--- src/rtl/vend_payout.sv ---
// Payout stage of the vending datapath: releases the product, then pays change
// one coin at a time using greedy selection over a per-denomination inventory.
module vend_payout #(
  parameter int unsigned INIT_CNT = 8
) (
  input  logic       clk,
  input  logic       rst,
  input  logic       req_valid,
  output logic       req_ready,
  input  logic [1:0] req_item,
  input  logic [7:0] req_change,
  output logic       drop_pulse,
  output logic [1:0] drop_item,
  output logic       coin_valid,
  output logic [1:0] coin_type,
  input  logic       coin_ack,
  input  logic       refill_en,
  input  logic [1:0] refill_type,
  input  logic [7:0] refill_cnt,
  output logic       busy,
  output logic       done,
  output logic       short_err,
  output logic [7:0] change_left
);

  typedef enum logic [2:0] {StIdle, StDrop, StSel, StCoin, StDone} state_e;

  state_e     state_q, state_d;
  logic [1:0] item_q, item_d;
  logic [7:0] change_q, change_d;
  logic       short_q, short_d;
  logic [1:0] type_q, type_d;
  logic       dec_en;

  logic [7:0] inv_q   [4];
  logic [7:0] inv_d   [4];
  logic [8:0] inv_sum [4];

  logic       pick_ok;
  logic [1:0] pick;

  function automatic logic [7:0] coin_value(input logic [1:0] t);
    unique case (t)
      2'd0: coin_value = 8'd1;
      2'd1: coin_value = 8'd5;
      2'd2: coin_value = 8'd10;
      default: coin_value = 8'd50;
    endcase
  endfunction

  // Largest denomination that fits the remaining change and is in stock.
  always_comb begin
    pick_ok = 1'b1;
    pick    = 2'd0;
    if (change_q >= 8'd50 && inv_q[3] != 8'd0) begin
      pick = 2'd3;
    end else if (change_q >= 8'd10 && inv_q[2] != 8'd0) begin
      pick = 2'd2;
    end else if (change_q >= 8'd5 && inv_q[1] != 8'd0) begin
      pick = 2'd1;
    end else if (change_q != 8'd0 && inv_q[0] != 8'd0) begin
      pick = 2'd0;
    end else begin
      pick_ok = 1'b0;
    end
  end

  // Next-state logic for the transaction FSM.
  always_comb begin
    state_d  = state_q;
    item_d   = item_q;
    change_d = change_q;
    short_d  = short_q;
    type_d   = type_q;
    dec_en   = 1'b0;
    unique case (state_q)
      StIdle: begin
        if (req_valid) begin
          item_d   = req_item;
          change_d = req_change;
          short_d  = 1'b0;
          state_d  = StDrop;
        end
      end
      StDrop: state_d = StSel;
      StSel: begin
        if (change_q == 8'd0) begin
          state_d = StDone;
        end else if (pick_ok) begin
          type_d  = pick;
          state_d = StCoin;
        end else begin
          short_d = 1'b1;
          state_d = StDone;
        end
      end
      StCoin: begin
        if (coin_ack) begin
          change_d = change_q - coin_value(type_q);
          dec_en   = 1'b1;
          state_d  = StSel;
        end
      end
      StDone: state_d = StIdle;
      default: state_d = StIdle;
    endcase
  end

  // Inventory update: refill and coin decrement may hit the same counter; saturate at 255.
  always_comb begin
    for (int i = 0; i < 4; i++) begin
      inv_sum[i] = {1'b0, inv_q[i]};
      if (refill_en && refill_type == 2'(i)) begin
        inv_sum[i] = inv_sum[i] + {1'b0, refill_cnt};
      end
      if (dec_en && type_q == 2'(i)) begin
        inv_sum[i] = inv_sum[i] - 9'd1;
      end
      inv_d[i] = inv_sum[i][8] ? 8'hff : inv_sum[i][7:0];
    end
  end

  // FSM and transaction registers.
  always_ff @(posedge clk or negedge rst) begin
    if (!rst) begin
      state_q  <= StIdle;
      item_q   <= 2'd0;
      change_q <= 8'd0;
      short_q  <= 1'b0;
      type_q   <= 2'd0;
    end else begin
      state_q  <= state_d;
      item_q   <= item_d;
      change_q <= change_d;
      short_q  <= short_d;
      type_q   <= type_d;
    end
  end

  // Inventory counters.
  always_ff @(posedge clk or negedge rst) begin
    if (!rst) begin
      for (int i = 0; i < 4; i++) begin
        inv_q[i] <= 8'(INIT_CNT);
      end
    end else begin
      for (int i = 0; i < 4; i++) begin
        inv_q[i] <= inv_d[i];
      end
    end
  end

  assign req_ready   = (state_q == StIdle);
  assign busy        = (state_q != StIdle);
  assign drop_pulse  = (state_q == StDrop) && (item_q != 2'd0);
  assign drop_item   = drop_pulse ? item_q : 2'd0;
  assign coin_valid  = (state_q == StCoin);
  assign coin_type   = type_q;
  assign done        = (state_q == StDone);
  assign short_err   = short_q;
  assign change_left = change_q;

endmodule

--- config.mk ---
export PLATFORM = sky130hd
export DESIGN_NAME = vend_payout
export DESIGN_NICKNAME = d
export VERILOG_FILES = /design/src/rtl/vend_payout.sv
export SDC_FILE = /design/constraint.sdc
export NUM_CORES = 1
export LEC_CHECK = 0
export BUFFER_PORTS_ARGS = -buffer_cell sky130_fd_sc_hd__buf_2
export CORE_ASPECT_RATIO = 2
export CORE_UTILIZATION = 35
export DETAILED_ROUTE_END_ITERATION = 10
export MAX_ROUTING_LAYER = met4
export PLACE_DENSITY = 0.61
export SYNTH_ARGS = -nofsm -noshare
export SYNTH_HDL_FRONTEND = slang
export SYNTH_SLANG_ARGS = --single-unit
--- constraint.sdc ---
create_clock -name clk -period 2.6 [get_ports clk]
set_input_delay 0 -clock clk [delete_from_list [all_inputs] [get_ports clk]]
set_output_delay 0 -clock clk [all_outputs]
set_load 0.05 [all_outputs]
* Word level (Yosys, flattened, before mapping)
Cells that the tools add are included.
** Storage, ports and cells
- Logic and storage cells :: 104
- Memories kept :: 0
- Bits in latches :: 0
- Register bits after elaboration :: 48
- Input bits :: 25
- Output and inout port bits :: 18
- Memory bits (writable) :: 0
- Memory bits (read-only) :: 0
** Operators by class
- Add/subtract/negate cells :: 9
- Reductions and logical operators :: 31
- Eq/ne operators :: 14
- Multiplexer cells :: 37
- Multipliers :: 0
- Magnitude comparators :: 3
- Divide/modulo/power cells :: 0
- Bitwise logic cells :: 1
- Shifts and indexed selects :: 0
** Operators with widths (count)
- two-way mux 9 bit :: 8
- two-way mux 8 bit :: 8
- nonzero test 8 bit :: 5
- adder 8 x 8 -> 9 bit :: 4
- subtractor 9 x 1 -> 9 bit (second input constant) :: 4
- one-hot mux 6 bit (3 select lines) :: 1
- one-hot mux 8 bit (2 select lines) :: 1
- logical AND 1 bit :: 13
- two-way mux 3 bit :: 4
- one-hot mux 3 bit (4 select lines) :: 1
- two-way mux 1 bit :: 10
- equality test 2 bit (second input constant) :: 4
- >= comparator 8 x 3 -> 1 bit (second input constant) :: 1
- >= comparator 8 x 4 -> 1 bit (second input constant) :: 1
- >= comparator 8 x 6 -> 1 bit (second input constant) :: 1
- zero test 8 bit :: 1
- subtractor 8 bit :: 1
- equality test 3 x 2 -> 1 bit (second input constant) :: 2
- two-way mux 2 bit :: 3
- inequality test 2 bit (second input constant) :: 3
- AND reduction 3 bit :: 2
- nonzero test 2 bit :: 3
- equality test 2 x 1 -> 1 bit (second input constant) :: 2
- zero test 2 bit :: 2
- other kinds (9) :: 10

* Longest topological paths before layout
Gate-level depths: netlist of the first run.
- Depth after elaboration :: 9
- Mapped depth :: 12
- Mapped depth without buffers :: 11

* Least setup slack after synthesis of the first run
OpenSTA, ideal clock, no wires.
- Kind :: register to register
- Start :: register state_q[1]
- End :: register change_q[0] (netlist: change_left[0])
- Data arrival time :: 2478 ps
- Cell stages (with the launch flop) :: 7
- Path slack :: -18 ps
- Required time :: 2460 ps
- Library setup time :: 140 ps
- Buffers on the path :: 2
- Period minus slack after synthesis :: 2618 ps
- Cell sequence :: dfrtp_1 > buf_2 > nor3_1 > a21oi_1 > clkbuf_1 > nand2_1 > o21ai_0
** On the way
- Word-level cells in the longest chain between the ends :: 3
- Elaborated cells between the ends (all ways) :: 7
- Classes of those cells :: 3 x eq/ne; 1 x mux; 3 x reduce/logical
** RTL lines
- start, declared :: RTL line 28 : state_e state_q, state_d;
- start signal, assigned :: RTL line 126 : state_q <= StIdle;
- start signal, assigned :: RTL line 132 : state_q <= state_d;
- zero test 3 bit (*)
- net req_ready :: RTL line 9 : output logic req_ready,
- inequality test 2 bit (no line) / nonzero test 2 bit (equally long branches)
- AND reduction 3 bit (no line)
- end signal, assigned :: RTL line 134 : change_q <= change_d;
- end, declared :: RTL line 30 : logic [7:0] change_q, change_d;
Mark *: on every way through the listed nets, which the timed path passes. The rest lies on a longest branch.
A chain may end at the register's enable or synchronous reset.

==> flow_metrics.tcl, run 1 <==
set metrics [dict create \
    core-area_sq_um 14000 \
    drt_first_pass_iters 4 \
    dp_cells 895 \
    p_seq_share_pct 19.7 \
    cts_max_path_buffers 2 \
    setup_viol 0 \
    die_x_microns 86.7 \
    setup-tns-final_ps 0 \
    rows 61 \
    antennaDiodeCount 0 \
    ys_seq_elements 48 \
    yosysTopAreaCell "dfrtp_1" \
    worstPathArrival_ps 2720 \
    worst-path-buf-inv 1 \
    crit_required_ps 2780 \
    cap_violations 0 \
    clk_pin_slew_worst_paths_ps 80 \
    post-route-period-util_pct 98.0 \
    post-route-min-period_ps 2550 \
    hold_viol_final 0 \
    layout-drive-gt1-share_pct 27.1 \
    synthTopCellsByArea "dfrtp_1, ha_1, nor2_1" \
    synth_cell_types 76 \
    synth_area_sq_um 5020 \
    sw_frac_of_total_pct 48.6 \
    fin_cells 920 \
    antenna_found_initial 0 \
    synthArstFlopShare_pct 100 \
    fin_hold_ws_ps 31.6 \
    regArea_sq_um 1210 \
    nNetsFinal 802 \
    outcome "finished, final reports clean" \
    p_switching_mw 3.70 \
    drv_slew 0 \
    totalWireLength_microns 15600 \
    synthCells 618 \
    drc 0 \
    grt_overflow_total 0 \
    cts_tree "built" \
    cp_cell_sequence "ha_2 > inv_1 > fa_1 > nor2_1 > a21oi_2 > ha_2 > and3_4 > nor3b_1 > and4b_1 > xor2_2 > nand2_1" \
    multi_input_area_sq_um 3850 \
    start_util_pct 36.0 \
    port_buffers 42 \
    ioPinCount 43 \
    rsz0062_at_grt "true" \
    synth_enable_flop_cells 0 \
    syn_area_per_cell_sq_um 8.13 \
    cts_buffers 5 \
    ir_worst_vdd_mv 0.893 \
    p_int_mw 3.91 \
    dp_hpwl_microns 12300 \
    cts_sinks 48 \
    ys_seq_area_share_pct 24.0 \
    comb_power_share_pct 69.5 \
    avgViaCountPerCell 5.64 \
    syn_to_final_growth_pct 27.6 \
    crit_fanout 3 \
    die_area_sq_um 14900 \
    htreeDepth 2 \
    track_usage_pct 22.1 \
    route.vias.total 5189 \
    synth-warning-count 0 \
    synth_top_area_share_pct 21.9 \
    grt_pass1_vias 5378 \
    gp_congestion 0.887 \
    clockPowerShare_pct 10.8 \
    grt_pass1_wl_microns 24800 \
    skew_ps 12.8 \
    power_density_nw_per_um2 1190 \
    critPathMaxStageDelay_ps 490 \
    synth-main-ff-cell "dfrtp_1" \
    worst_setup_path_end_kind "flop" \
    drtIter0Drc 153 \
    worst_slew_pin_slew_ps 1040 \
    path_common_cell "ha_2" \
    slew-limit-headroom_pct 30.4 \
    cts_root_buf "clkbuf_16" \
    critPathLaunchType "flop" \
    critPathTopFamily "adder cells" \
    n_fill_cell 1346 \
    worst-setup-path-type "reg -> reg" \
    synth_fp_nets 690 \
    worstHoldPathType "in -> reg" \
    drtAntennaViolNets 0 \
    grt_start_max_net_pins 36 \
    fmax_ghz 0.393 \
    wl_per_cell_microns 17.0 \
    cp_slowest_cell "fa_1" \
    die_h_microns 171 \
    total_leakage_power_nw 2.78 \
    clkLatencyLatePin_ps 300 \
]
[power by group through the flow]
stage	registers [mW]	logic, mW	clock network [mW]
after CTS	1.49	4.91	0.838
final	1.50	5.29	0.819
after global routing	1.54	5.80	0.859
after global placement	1.49	4.64	0
after floorplan	1.65	3.18	0
after detailed placement	1.51	4.82	0
[cell usage after synthesis, types with 3 or more instances]
library cell,instances
nand3_1,21
nand3b_1,3
nor2b_1,12
dfstp_2,4
o211a_1,3
a32oi_1,4
nor2_1,68
nor3b_1,7
a31oi_1,8
nor3_1,23
and2_1,9
mux2i_1,12
xor2_1,8
o21a_1,4
nand2_1,54
nand2b_1,9
a31o_2,3
o211ai_1,4
o21ai_1,3
o221ai_1,3
or3_1,5
nor4_1,9
mux2_2,4
or2_2,7
xnor2_1,29
o31a_1,6
and3b_1,4
clkbuf_1,9
buf_2,5
nand4b_1,4
a211oi_1,10
a21oi_1,35
o2111ai_1,3
nand4_1,9
inv_1,27
fa_1,5
o31ai_1,4
a22oi_1,6
o21ai_0,28
ha_1,42
a211o_1,3
dfrtp_1,44
a21o_1,6
and3_1,11
[worst paths after layout]
kind,startpoint,endpoint,slack [ps],depth (start not counted)
max in group asynchronous,rst,inv_q[27],1530,3
min in group asynchronous,rst,inv_q[15],330,2
min,req_change[1],change_left[1],30,3
max,inv_q[24],inv_q[29],50,11
max reg2reg,inv_q[24],inv_q[29],50,11
min reg2reg,item_q[0],item_q[0],550,1
[cell families after synthesis]
kind of cell / count (synthesis) / synth area share, %
AND/OR/NAND/NOR: 265 / 27.1
AO/OA/AOI/OAI: 160 / 22.8
flip-flops: 48 / 24.0
adder cells (fa/ha/maj): 47 / 12.5
buffers and inverters: 45 / 3.93
XOR/XNOR: 37 / 6.45
multiplexers: 16 / 3.29
[worst reg2reg max path: stages, from the launching register on]
cell     delay, ps
dfrtp_1        380
ha_2           220
inv_1           60
fa_1           490
nor2_1          60
a21oi_2        160
ha_2           220
and3_4         180
nor3b_1        150
and4b_1        250
xor2_2         180
nand2_1         80
[sequential cells by signal, indices dropped and copies added, names as in the netlist]
signal and count:
change_left 8, coin_type 2, inv_q 32, item_q 2, short_err 1, state_q 3
[stage by stage]
stage	worst slack (ps)	total power, mW	cell area, sq um	util (%)
floorplan	107	4.83	5030	-
global placement	-65.4	6.13	5860	42.0
detailed placement	-129	6.32	5860	42.0
CTS	-1.58	7.24	6150	44.0
global route	-93.9	8.20	6410	45.9
finish	53.1	7.61	6410	45.9
[layout by cell type (no fill, tap or decap), types with 5 or more instances in the layout]
master / count
inv_1: 26
mux2i_1: 12
nor2b_1: 10
a31oi_1: 7
and3_1: 10
nand3_1: 18
nor3_1: 19
dfrtp_1: 44
or2_2: 7
nor2_1: 65
xnor2_1: 28
clkbuf_16: 5
ha_1: 37
ha_2: 5
nand2b_1: 9
nor3b_1: 6
buf_4: 75
a21oi_1: 32
o31a_1: 6
xor2_1: 6
or3_1: 5
dlygate4sd3_1: 6
and2_1: 9
nand2_1: 53
nand4_1: 9
nor4_1: 6
a211oi_2: 7
a21o_1: 6
a22oi_1: 6
buf_2: 42
o21ai_0: 26
[layout make-up]
type | count | area share (%)
multi-input combinational | 525 | 60.1
sequential | 48 | 18.8
timing repair buffer | 123 | 13.0
tap | 189 | 3.69
clock buffer | 7 | 2.38
inverter | 27 | 1.58
clock inverter | 1 | 0.468
[routing by layer]
layer / wire length, microns / track usage, % / vias up
met3: 353 / 2.02 / 49
met5: 0 / - / -
met4: 767 / 11.8 / 0
met2: 8800 / 44.2 / 119
li1: - / - / 2520
met1: 5700 / 19.8 / 2501
[what timing repair did]
item | 4_1_cts | 5_1_grt
setup buffers | 1 | 10
endpoints found under the setup margin | 13 | 25
resized for setup | 8 | 44
pin swaps | 3 | 12
hold endpoints to repair | 36 | 0
hold buffers | 6 | 0
(Power assumes the default switching activity.)
==> inputs of run 2 (changes only) <==
Settings changed: ABC_CLOCK_PERIOD_IN_PS set to 2600, CTS_CLUSTER_SIZE set to 28, PLACE_DENSITY 0.61 to unset, PLACE_DENSITY_LB_ADDON set to 0.15.
==> run 2 against run 1 <==
Power is 4.8% higher. Hold slack worse by 10 ps. Sequential share of layout area is 0.73 points lower. Largest power group unchanged. Fmax is 1.9% lower. Utilization is 1.8 points higher. Combinational power is 6.0% higher. Worst setup slack worse by 50 ps. Via count hardly changed. Clock-buffer cell count stayed put. Critical path depth is 1 higher. Register-to-register slack worse by 50 ps.
==> flow_metrics.tcl, run 2 (synthesis results as in run 1) <==
set metrics [dict create \
    setup_ws_ps 3.01 \
    grt_start_max_net_pins 25 \
    layout_commonest_cell "buf_4" \
    die_x_microns 86.7 \
    core-area_sq_um 14000 \
    largest_reg_flops 32 \
    clkLatencyLatePin_ps 300 \
    cts_tree "built" \
    clk_pin_slew_worst_paths_ps 70 \
    total_leakage_power_nw 2.84 \
    post-route-min-period_ps 2600 \
    worstPathArrival_ps 2810 \
    rsz0062_at_grt "true" \
    cts_max_path_buffers 2 \
    drtIter0Drc 126 \
    power_density_nw_per_um2 1200 \
    port_buffers 42 \
    cap_violations 0 \
    htreeDepth 2 \
    reg2reg_depth 12 \
    fmax_ghz 0.385 \
    cts_buffers 5 \
    route.vias.total 5187 \
    slew-limit-headroom_pct 28.5 \
    antennaDiodeCount 0 \
    skew_ps 5.99 \
    dp_cells 898 \
    worst_setup_path_end_kind "flop" \
    grt_pass1_wl_microns 25000 \
    path_common_cell "ha_2" \
    dp_hpwl_microns 12500 \
    post-route-period-util_pct 99.9 \
    worst-setup-path-type "reg -> reg" \
    crit_required_ps 2820 \
    syn_to_final_growth_pct 32.7 \
    drc 0 \
    grt_pass1_vias 5197 \
    layout-drive-gt1-share_pct 31.3 \
    cp.depth 12 \
    worst-path-buf-inv 2 \
    cts_sinks 48 \
    die_area_sq_um 14900 \
    grt_overflow_total 0 \
    start_util_pct 36.0 \
    cp_slowest_cell "fa_2" \
    gp_congestion 0.880 \
    ir_worst_vdd_mv 0.948 \
    fin_util_pct 47.7 \
    drtAntennaViolNets 0 \
    outcome "finished, final reports clean" \
    rows 61 \
    final_cell_mix "buf_4, nor2_1, nand2_1" \
    whs_path_depth 3 \
    critPathLaunchType "flop" \
    worstHoldPathType "in -> reg" \
    track_usage_pct 22.6 \
    antenna_found_initial 0 \
    ioPinCount 43 \
    critPathTopFamily "adder cells" \
    drv_slew 0 \
    critPathMaxStageDelay_ps 500 \
    pre_cts_ws_ps -129 \
    totalWireLength_microns 16200 \
    n_fill_cell 1407 \
    nNetsFinal 809 \
    regMostFlops "inv_q" \
    crit_fanout 4 \
    wl_per_cell_microns 17.5 \
    hold_viol_final 0 \
    cp_cell_sequence "ha_2 > inv_2 > fa_2 > nor2_1 > a21oi_2 > ha_2 > nand2_2 > nor4_2 > nand4_1 > buf_4 > xnor2_2 > a32oi_1" \
    die_h_microns 171 \
    fin_cells 927 \
    setup_viol 0 \
    drt_first_pass_iters 4 \
    avgViaCountPerCell 5.60 \
    cts_root_buf "clkbuf_16" \
    worst_slew_pin_slew_ps 1070 \
]
run 2: final timing paths:
path | startpoint | to | slack [ps]
setup / recovery | inv_q[0] | inv_q[1] | 3
hold / removal | req_change[2] | change_left[2] | 20
setup reg to reg | inv_q[0] | inv_q[1] | 3
hold reg to reg | state_q[2] | state_q[0] | 540
max in group asynchronous | rst | inv_q[11] | 1590
min in group asynchronous | rst | state_q[2] | 240
run 2: report_power, final:
part / internal, mW / total [mW] / switching (mW)
Combinational: 2.50 / 5.61 / 3.11
Clock: 0.508 / 0.826 / 0.318
Sequential: 1.12 / 1.53 / 0.412
Total: 4.13 / 7.97 / 3.84
run 2: what timing repair did:
item	CTS	global route
hold buffers	5	0
setup endpoints to repair	14	23
setup buffers	2	14
pin swaps	4	27
endpoints found under the hold margin	24	0
gates resized for setup	13	71
run 2: metal layers:
metal	track usage (%)	share of wire, %	vias up
li1	-	-	2528
met1	21.8	38	2516
met2	44.9	57	110
met3	1.39	1.9	33
met4	9.64	3.3	0
met5	-	0	-
run 2: worst min-delay path, cell delays in order:
cell and delay, ps:
buf_2 80, a21oi_1 50, o21ai_0 150
run 2: cell type report:
cell class                 count  area, sq um  share of cell area (%)
tap                          189          236                    3.55
multi-input combinational    525         4060                    60.9
timing repair buffer         130          883                    13.2
sequential                    48         1210                    18.1
inverter                      27          101                    1.52
clock inverter                 1         30.0                   0.450
clock buffer                   7          153                    2.29
run 2: metrics by stage:
stage	setup TNS, ps	hold WS, ps	total power [mW]	instance area [sq um]
global placement	-464	43.9	6.23	5880
finish	0	21.4	7.97	6670
CTS	0	28.7	7.32	6190
floorplan	0	-296	4.83	5030
detailed placement	-683	45.4	6.36	5880
global route	-438	52.9	8.61	6670
